$ cat src/rtl/mips_load_store_unit.sv
// mips_load_store_unit
//   Bridges the MIPS MEM stage to a word-wide, big-endian, byte-addressed
//   data memory. Loads (LB/LBU/LH/LHU/LW) read one aligned word and extract
//   and extend the addressed lane. SW writes directly. SB/SH read the word,
//   merge the new lane, and write it back. Misaligned, illegal-size and
//   out-of-range requests finish with addr_err and raise no memory strobe.
//
// Ports:
//   clk, rst_n         clock (rising edge), synchronous active-low reset
//   req                request, sampled only in IDLE
//   op_store           1 = store, 0 = load
//   op_size            00 byte, 01 half, 10 word, 11 illegal
//   op_unsigned        zero-extend loads
//   addr, wdata        byte address, store data (low bits for byte/half)
//   busy, done         not-IDLE flag, one-cycle completion pulse
//   addr_err           rejected access, valid with done
//   rdata              registered load result
//   mem_address        word-aligned memory address
//   write_data         word driven to the memory
//   sig_mem_read/write memory strobes
//   read_data          memory word, combinational with mem_address
module mips_load_store_unit #(
    parameter int MEM_BYTES  = 1024,
    parameter bit ADDR_CHECK = 1'b1
) (
    input  logic        clk,
    input  logic        rst_n,
    input  logic        req,
    input  logic        op_store,
    input  logic [1:0]  op_size,
    input  logic        op_unsigned,
    input  logic [31:0] addr,
    input  logic [31:0] wdata,
    output logic        busy,
    output logic        done,
    output logic        addr_err,
    output logic [31:0] rdata,
    output logic [31:0] mem_address,
    output logic [31:0] write_data,
    output logic        sig_mem_read,
    output logic        sig_mem_write,
    input  logic [31:0] read_data
);

    typedef enum logic [1:0] {S_IDLE, S_RD, S_WR, S_DONE} state_t;

    state_t      r_state;
    state_t      w_next;

    logic        r_store;
    logic [1:0]  r_size;
    logic        r_unsigned;
    logic [1:0]  r_off;
    logic [15:0] r_wdata;
    logic        r_err;
    logic [31:0] r_rdata;
    logic [31:0] r_mem_address;
    logic [31:0] r_write_data;

    logic        w_err;
    logic [7:0]  w_byte;
    logic [15:0] w_half;
    logic [31:0] w_load;
    logic [31:0] w_merged;

    always_comb begin
        w_err = 1'b0;
        if (op_size == 2'b11)
            w_err = 1'b1;
        if (op_size == 2'b01 && addr[0])
            w_err = 1'b1;
        if (op_size == 2'b10 && addr[1:0] != 2'b00)
            w_err = 1'b1;
        if (ADDR_CHECK && addr >= 32'(MEM_BYTES))
            w_err = 1'b1;
    end

    always_ff @(posedge clk) begin
        if (!rst_n)
            r_state <= S_IDLE;
        else
            r_state <= w_next;
    end

    always_comb begin
        w_next = r_state;
        case (r_state)
            S_IDLE: begin
                if (req) begin
                    if (w_err)
                        w_next = S_DONE;
                    else if (op_store && op_size == 2'b10)
                        w_next = S_WR;
                    else
                        w_next = S_RD;
                end
            end
            S_RD:    w_next = r_store ? S_WR : S_DONE;
            S_WR:    w_next = S_DONE;
            S_DONE:  w_next = S_IDLE;
            default: w_next = S_IDLE;
        endcase
    end

    // Big-endian lanes: offset 0 is the most significant byte.
    always_comb begin
        w_byte = 8'h00;
        case (r_off)
            2'd0: w_byte = read_data[31:24];
            2'd1: w_byte = read_data[23:16];
            2'd2: w_byte = read_data[15:8];
            2'd3: w_byte = read_data[7:0];
            default: w_byte = 8'h00;
        endcase
        w_half = r_off[1] ? read_data[15:0] : read_data[31:16];

        w_load = read_data;
        case (r_size)
            2'b00: w_load = r_unsigned ? {24'h000000, w_byte} : {{24{w_byte[7]}}, w_byte};
            2'b01: w_load = r_unsigned ? {16'h0000, w_half} : {{16{w_half[15]}}, w_half};
            default: w_load = read_data;
        endcase

        w_merged = read_data;
        if (r_size == 2'b00) begin
            case (r_off)
                2'd0: w_merged[31:24] = r_wdata[7:0];
                2'd1: w_merged[23:16] = r_wdata[7:0];
                2'd2: w_merged[15:8]  = r_wdata[7:0];
                2'd3: w_merged[7:0]   = r_wdata[7:0];
                default: w_merged = read_data;
            endcase
        end else if (r_off[1]) begin
            w_merged[15:0] = r_wdata;
        end else begin
            w_merged[31:16] = r_wdata;
        end
    end

    always_ff @(posedge clk) begin
        if (!rst_n) begin
            r_store       <= 1'b0;
            r_size        <= 2'b00;
            r_unsigned    <= 1'b0;
            r_off         <= 2'b00;
            r_wdata       <= '0;
            r_err         <= 1'b0;
            r_rdata       <= '0;
            r_mem_address <= '0;
            r_write_data  <= '0;
        end else begin
            case (r_state)
                S_IDLE: begin
                    if (req) begin
                        r_store    <= op_store;
                        r_size     <= op_size;
                        r_unsigned <= op_unsigned;
                        r_off      <= addr[1:0];
                        r_wdata    <= wdata[15:0];
                        r_err      <= w_err;
                        if (!w_err) begin
                            r_mem_address <= {addr[31:2], 2'b00};
                            // SW skips RD, so its word is staged here.
                            if (op_store && op_size == 2'b10)
                                r_write_data <= wdata;
                        end
                    end
                end
                S_RD: begin
                    if (r_store)
                        r_write_data <= w_merged;
                    else
                        r_rdata <= w_load;
                end
                default: ;
            endcase
        end
    end

    assign busy          = (r_state != S_IDLE);
    assign done          = (r_state == S_DONE);
    assign addr_err      = (r_state == S_DONE) && r_err;
    assign sig_mem_read  = (r_state == S_RD);
    assign sig_mem_write = (r_state == S_WR);
    assign rdata         = r_rdata;
    assign mem_address   = r_mem_address;
    assign write_data    = r_write_data;

endmodule

$ cat config.mk
export PLATFORM = sky130hd
export DESIGN_NAME = mips_load_store_unit
export DESIGN_NICKNAME = d
export VERILOG_FILES = /design/src/rtl/mips_load_store_unit.sv
export SDC_FILE = /design/constraint.sdc
export NUM_CORES = 1
export LEC_CHECK = 0
export ABC_CLOCK_PERIOD_IN_PS = 3960
export CAP_MARGIN = 10
export CORE_ASPECT_RATIO = 2
export CORE_MARGIN = 2
export CORE_UTILIZATION = 33
export DETAILED_ROUTE_END_ITERATION = 10
export GPL_TIMING_DRIVEN = 0
export PLACE_DENSITY_LB_ADDON = 0.25
export SETUP_SLACK_MARGIN = 0.15
export SLEW_MARGIN = 30
export SYNTH_ARGS = -nofsm -noshare
export SYNTH_HDL_FRONTEND = slang
export SYNTH_SLANG_ARGS = --single-unit
$ cat constraint.sdc
create_clock -name clk -period 3.96 [get_ports clk]
set_clock_uncertainty 0.1 [all_clocks]
set_input_delay 0.594 -clock clk [delete_from_list [all_inputs] [get_ports clk]]
set_output_delay 0.594 -clock clk [all_outputs]
set_load 0.005 [all_outputs]
==> summary.txt, run 1 <==
Global routing
  – First-pass GRT wire length: 33000 um
  – Antenna violations before repair: 2
  – Total GRT Usage: 0.232
  – Gr ovfl total: 0
  – Pin count of the biggest net entering global routing: 17
  – Vias in the first global route: 5897

Clock network
  – CTS tree: done
  – Clock Latency Late Sink: 420 ps
  – Clk buf depth: 2
  – Clock sink total: 119
  – Post_cts resized: 0
  – Post-CTS setup buffers: 0
  – Clock transition at path regs: 60 ps
  – TritonCTS Buffers: 17
  – # hold bufs at CTS: 0
  – H-tree levels: 4
  – CTS Root Cell: clkbuf_16

Logic synthesis
  – Synth area leaders: dfxtp_1, mux2i_1, nand2_1, a21oi_1, o21ai_0
  – EDFF count, synth: 0
  – Unique cell type count in the Yosys netlist: 40
  – Synth Register Bits: 119
  – Seq/Total Area, Yosys: 0.409
  – Netlist Area Pre-Place: 0.00582 mm2
  – Cells after synthesis: 706
  – Main flop type after synthesis: dfxtp_1
  – Synthesized area per cell: 8.24 um2
  – Ys async rst share: 0
  – Post-synth top area share: 0.409
  – Synth warnings: 0
  – Post-synth top area cell: dfxtp_1

Floorplan
  – Number of core rows: 68
  – Die Ht: 192 um
  – Total I/O pin count: 204
  – Die area: 0.0188 mm2
  – Core area: 0.0173 mm2
  – Initial Util: 0.337
  – Die W: 97.9 um

Finish
  – Layout fillers: 1645
  – Seq. cell area: 0.00238 mm2
  – Design area: 0.00874 mm2
  – Commonest non-fill, non-tap cell in the layout: clkdlybuf4s50_1
  – Final core utilization: 0.506
  – Commonest cells after routing, fill and taps aside: clkdlybuf4s50_1, nand2_1, dfxtp_1
  – Area delta synth->final: 50.3%
  – Footprint of the multi-input gates: 0.00314 mm2
  – Fraction of layout cells with a size suffix above 1: 0.0819
  – Fin nets: 1034

Detailed routing
  – Routed length per placed instance: 19.2 um
  – Via density: 5.25
  – Met3 Wirelength: 1080 um
  – Drt first-iter violations: 272
  – Highest metal used: met4
  – Final wirelength: 22200 um
  – Via count: 6047
  – Routed Antenna Nets: 0
  – Met2 routed WL: 12100 um
  – WL met1: 7720 um
  – # DRC: 0
  – Router iterations before antenna repair: 6

Place
  – IO buf count: 201
  – Placed inst area: 0.00810 mm2
  – Placer congestion estimate: 0.957
  – Dpl ws: 997 ps
  – Post-DP HPWL: 17600 um

Worst setup path
  – Crit-path cells: inv_1 > ha_1 > clkbuf_1 > clkbuf_1 > clkbuf_1 > nand3_1 > o211ai_1 > mux2i_1
  – Slowest stage cell, crit path: clkbuf_1
  – Critical Path AT: 2830 ps
  – Worst Path Required: 4150 ps
  – Crit path kind: reg2reg
  – CP Launch Type: register
  – CP peak stage delay: 410 ps
  – CP dominant cell by count: clkbuf_1
  – Crit-path max FO: 10
  – Critical path capture point type: register

Timing
  – Slew headroom: 0.529
  – Final setup margin: 1320 ps
  – Minimum clock period: 2640 ps
  – RSZ-0062 raised after global routing: false
  – Period utilization: 0.666
  – Setup TNS: 0 ps
  – Fmax: 379 MHz
  – Pins Over Slew Limit: 0
  – Final setup viols: 0
  – Worst slew pin tran: 701 ps
  – Hold Vio Cnt, Final: 0

Power and ir drop
  – Power per cell area: 493 mW/mm2
  – VDD IR-drop max: 326 uV
  – Total Power: 4.31 mW
  – Leak pwr: 3.35 nW

Status
  – Status: completed

Job
  – MaxCap Viol Count: 0

Worst hold path
  – Hold Crit Class: reg2reg
synthesized netlist by cell type, types with 3 or more instances:
| library cell | count |
|---|---|
| nand3_1 | 31 |
| nor2_1 | 17 |
| o21ai_1 | 3 |
| buf_6 | 4 |
| mux2i_1 | 57 |
| clkbuf_1 | 46 |
| a32oi_1 | 8 |
| o221ai_1 | 3 |
| and2_1 | 24 |
| inv_1 | 5 |
| o22ai_1 | 6 |
| mux2_2 | 24 |
| nand2_1 | 130 |
| nor2b_1 | 19 |
| o211ai_1 | 30 |
| dfxtp_1 | 119 |
| nor3_1 | 3 |
| ha_1 | 4 |
| nor4_1 | 5 |
| a21oi_1 | 73 |
| buf_2 | 9 |
| o21ai_0 | 64 |
layout make-up:
type	count	area share
Antenna cell	2	0.000572
Buffer	61	0.0318
Clock buffer	17	0.0487
Clock inverter	15	0.0246
Inverter	7	0.00301
Multi-Input combinational cell	520	0.359
Sequential cell	119	0.273
Tap cell	210	0.0301
Timing Repair Buffer	201	0.230
metrics by stage:
stage,cells,hold slack (ps)
after floorplan,707,332
after global placement,1118,342
after detailed placement,1118,345
after CTS,1150,360
after global routing,1152,377
final,1152,358
per-layer routing:
metal,vias to the layer above,GRT usage
met5,-,0
li1,2918,-
met1,2834,0.224
met3,65,0.0477
met4,0,0.148
met2,230,0.437
logic make-up (layout without fill, tap and decap cells):
family / count (synthesis) / in the layout / synth area share
other: 1 / 4 / 0.000645
AO/OA/AOI/OAI: 194 / 194 / 0.195
adder cells (fa/ha/maj): 4 / 4 / 0.00860
AND/OR/NAND/NOR: 239 / 239 / 0.189
buffers and inverters: 68 / 301 / 0.0523
flip-flops: 119 / 119 / 0.409
multiplexers: 81 / 81 / 0.145
flip-flops by register name, indices dropped and copies added, names as in the netlist:
signal and count:
mem_address 30, r_err 1, r_off 2, r_size 2
r_state 2, r_store 1, r_unsigned 1, r_wdata 16
rdata 32, write_data 32
power by group:
part | internal [mW] | total, mW | switching, mW
clock network | 1.07 | 1.67 | 0.606
logic | 0.536 | 1.23 | 0.692
registers | 1.32 | 1.41 | 0.0925
path summary, 6_finish.rpt:
kind | from | to | slack (ps) | depth (start not counted)
max | r_state[1] | write_data[16] | 1320 | 8
min | mem_address[25] | mem_address[25] | 360 | 1
max reg2reg | r_state[1] | write_data[16] | 1320 | 8
min reg2reg | mem_address[25] | mem_address[25] | 360 | 1
worst max-delay path, delay by kind of cell, from the launching register on:
| kind | cells | cell delay, ps |
|---|---|---|
| DFF | 1 | 340 |
| AOI/OAI and AO/OA | 1 | 170 |
| muxes | 1 | 110 |
| buffers and inverters | 4 | 1270 |
| adders and majority gates | 1 | 300 |
| and+or+nand+nor | 1 | 200 |
No activity file was read; power rests on OpenSTA's default activity.
==> run 2, diff against run 1 <==
ABC_CLOCK_PERIOD_IN_PS = 2150   (was 3960)
clock period = 2.15 ns   (was 3.96 ns; I/O delays follow)
==> run 2 against run 1 <==
Final cell count is 1.0% higher. Critical path depth is 1 lower. Critical path type is now in2reg. Sequential share of layout area is 0.88 points lower. Routed wire length is 2.7% higher. Utilization is 1.9 points higher. Setup slack worse by 1200 ps. Non-clock buffer count is 12 higher. Clock-buffer cell count stayed put. Largest power group unchanged.
==> summary.txt, run 2 (synthesis gave the netlist of run 1 again) <==
Status
  – Status: completed

Finish
  – Design area: 0.00907 mm2
  – Area delta synth->final: 55.8%
  – Final core utilization: 0.525
  – Commonest cells after routing, fill and taps aside: clkdlybuf4s50_1, nand2_1, dfxtp_1
  – Layout fillers: 1621
  – Fraction of layout cells with a size suffix above 1: 0.142
  – Final non-filler cell total: 1164
  – Commonest non-fill, non-tap cell in the layout: clkdlybuf4s50_1
  – Fin nets: 1046

Place
  – IO buf count: 201
  – Placed Cells: 1118
  – Dpl ws: -542 ps
  – Placer congestion estimate: 0.957
  – Placed inst area: 0.00810 mm2
  – Post-DP HPWL: 17600 um

Power and ir drop
  – VDD IR-drop max: 633 uV
  – Total Power: 8.14 mW
  – Power per cell area: 898 mW/mm2
  – Leak pwr: 3.62 nW

Global routing
  – Antenna violations before repair: 2
  – Gr ovfl total: 0
  – First-pass GRT wire length: 33300 um
  – Total GRT Usage: 0.234
  – Pin count of the biggest net entering global routing: 17
  – Vias in the first global route: 5904

Floorplan
  – Die W: 97.9 um
  – Number of core rows: 68
  – Die Ht: 192 um
  – Core area: 0.0173 mm2
  – Total I/O pin count: 204
  – Die area: 0.0188 mm2
  – Initial Util: 0.337

Clock network
  – Clk buf depth: 2
  – Clock transition at path regs: 60 ps
  – CTS Root Cell: clkbuf_16
  – Clock sink total: 119
  – CTS tree: done
  – TritonCTS Buffers: 17
  – H-tree levels: 4
  – # hold bufs at CTS: 0
  – Clock Latency Late Sink: 430 ps

Detailed routing
  – Router iterations before antenna repair: 5
  – Via density: 5.21
  – Routed length per placed instance: 19.6 um
  – Final wirelength: 22800 um
  – Drt first-iter violations: 283
  – Via count: 6068
  – # DRC: 0
  – Routed Antenna Nets: 0

Timing
  – Fmax: 504 MHz
  – Final setup viols: 0
  – RSZ-0062 raised after global routing: true
  – Hold WS: 227 ps
  – Slew headroom: 0.571
  – Worst slew pin tran: 644 ps
  – Pins Over Slew Limit: 0
  – Setup TNS: 0 ps
  – Period utilization: 0.923
  – Minimum clock period: 1990 ps
  – Hold Vio Cnt, Final: 0
  – Final setup margin: 165 ps

Worst setup path
  – Slowest stage cell, crit path: clkdlybuf4s50_1
  – Crit path kind: in2reg
  – Critical Path AT: 2200 ps
  – Crit-path max FO: 10
  – CP Launch Type: input port
  – Critical path capture point type: register
  – Worst Path Required: 2360 ps
  – CP dominant cell by count: a21oi_1
  – Crit-path cells: clkdlybuf4s50_1 > mux2_2 > a32oi_1 > a21oi_1 > nor2_4 > buf_4 > a21oi_1
  – CP peak stage delay: 550 ps

Worst hold path
  – Hold Crit Class: in2reg

Job
  – MaxCap Viol Count: 0
## run 2: per-layer routing
layer	part of all wire	wire length (um)	global-route usage
met1	0.35	7870	0.224
met2	0.55	12500	0.446
met3	0.046	1050	0.0484
met4	0.061	1390	0.144
met5	0	0	0
## run 2: path summary, 6_finish.rpt
| check | start | end | slack, ps | cells past startpoint |
|---|---|---|---|---|
| worst min register to register | mem_address[25] | mem_address[25] | 360 | 1 |
| worst min-delay path | read_data[23] | rdata[23] | 230 | 3 |
| worst max-delay path | read_data[31] | rdata[25] | 160 | 7 |
| worst max register to register | r_off[0] | rdata[5] | 210 | 8 |
## run 2: worst max-delay path, delay by kind of cell
family                 cells  cell delay (ps)
buffers and inverters      2              770
AO/OA/AOI/OAI              3              510
multiplexers               1              360
AND/OR/NAND/NOR            1              220
## run 2: report_power, final
part / switching [mW] / internal [mW]
Clock: 1.13 / 1.97
Combinational: 1.33 / 1.10
Sequential: 0.180 / 2.43
Total: 2.64 / 5.50
## run 2: what timing repair did
item                                    4_1_cts  5_1_grt
endpoints found under the setup margin       85       83
gates resized for setup                      52       48
cloned                                        1        0
setup buffers                                 6        5
pin swaps                                     6        9
## run 2: area by class of cell
class | count | area [um2] | share of cell area
clock inverters | 15 | 215 | 0.0237
repair buffers | 213 | 2150 | 0.237
multi-input cells | 520 | 3250 | 0.358
well taps | 210 | 263 | 0.0290
flip-flops and latches | 119 | 2390 | 0.264
diodes | 2 | 5.00 | 0.000552
clock buffers | 17 | 425 | 0.0469
inverters | 7 | 28.8 | 0.00317
plain buffers | 61 | 339 | 0.0374
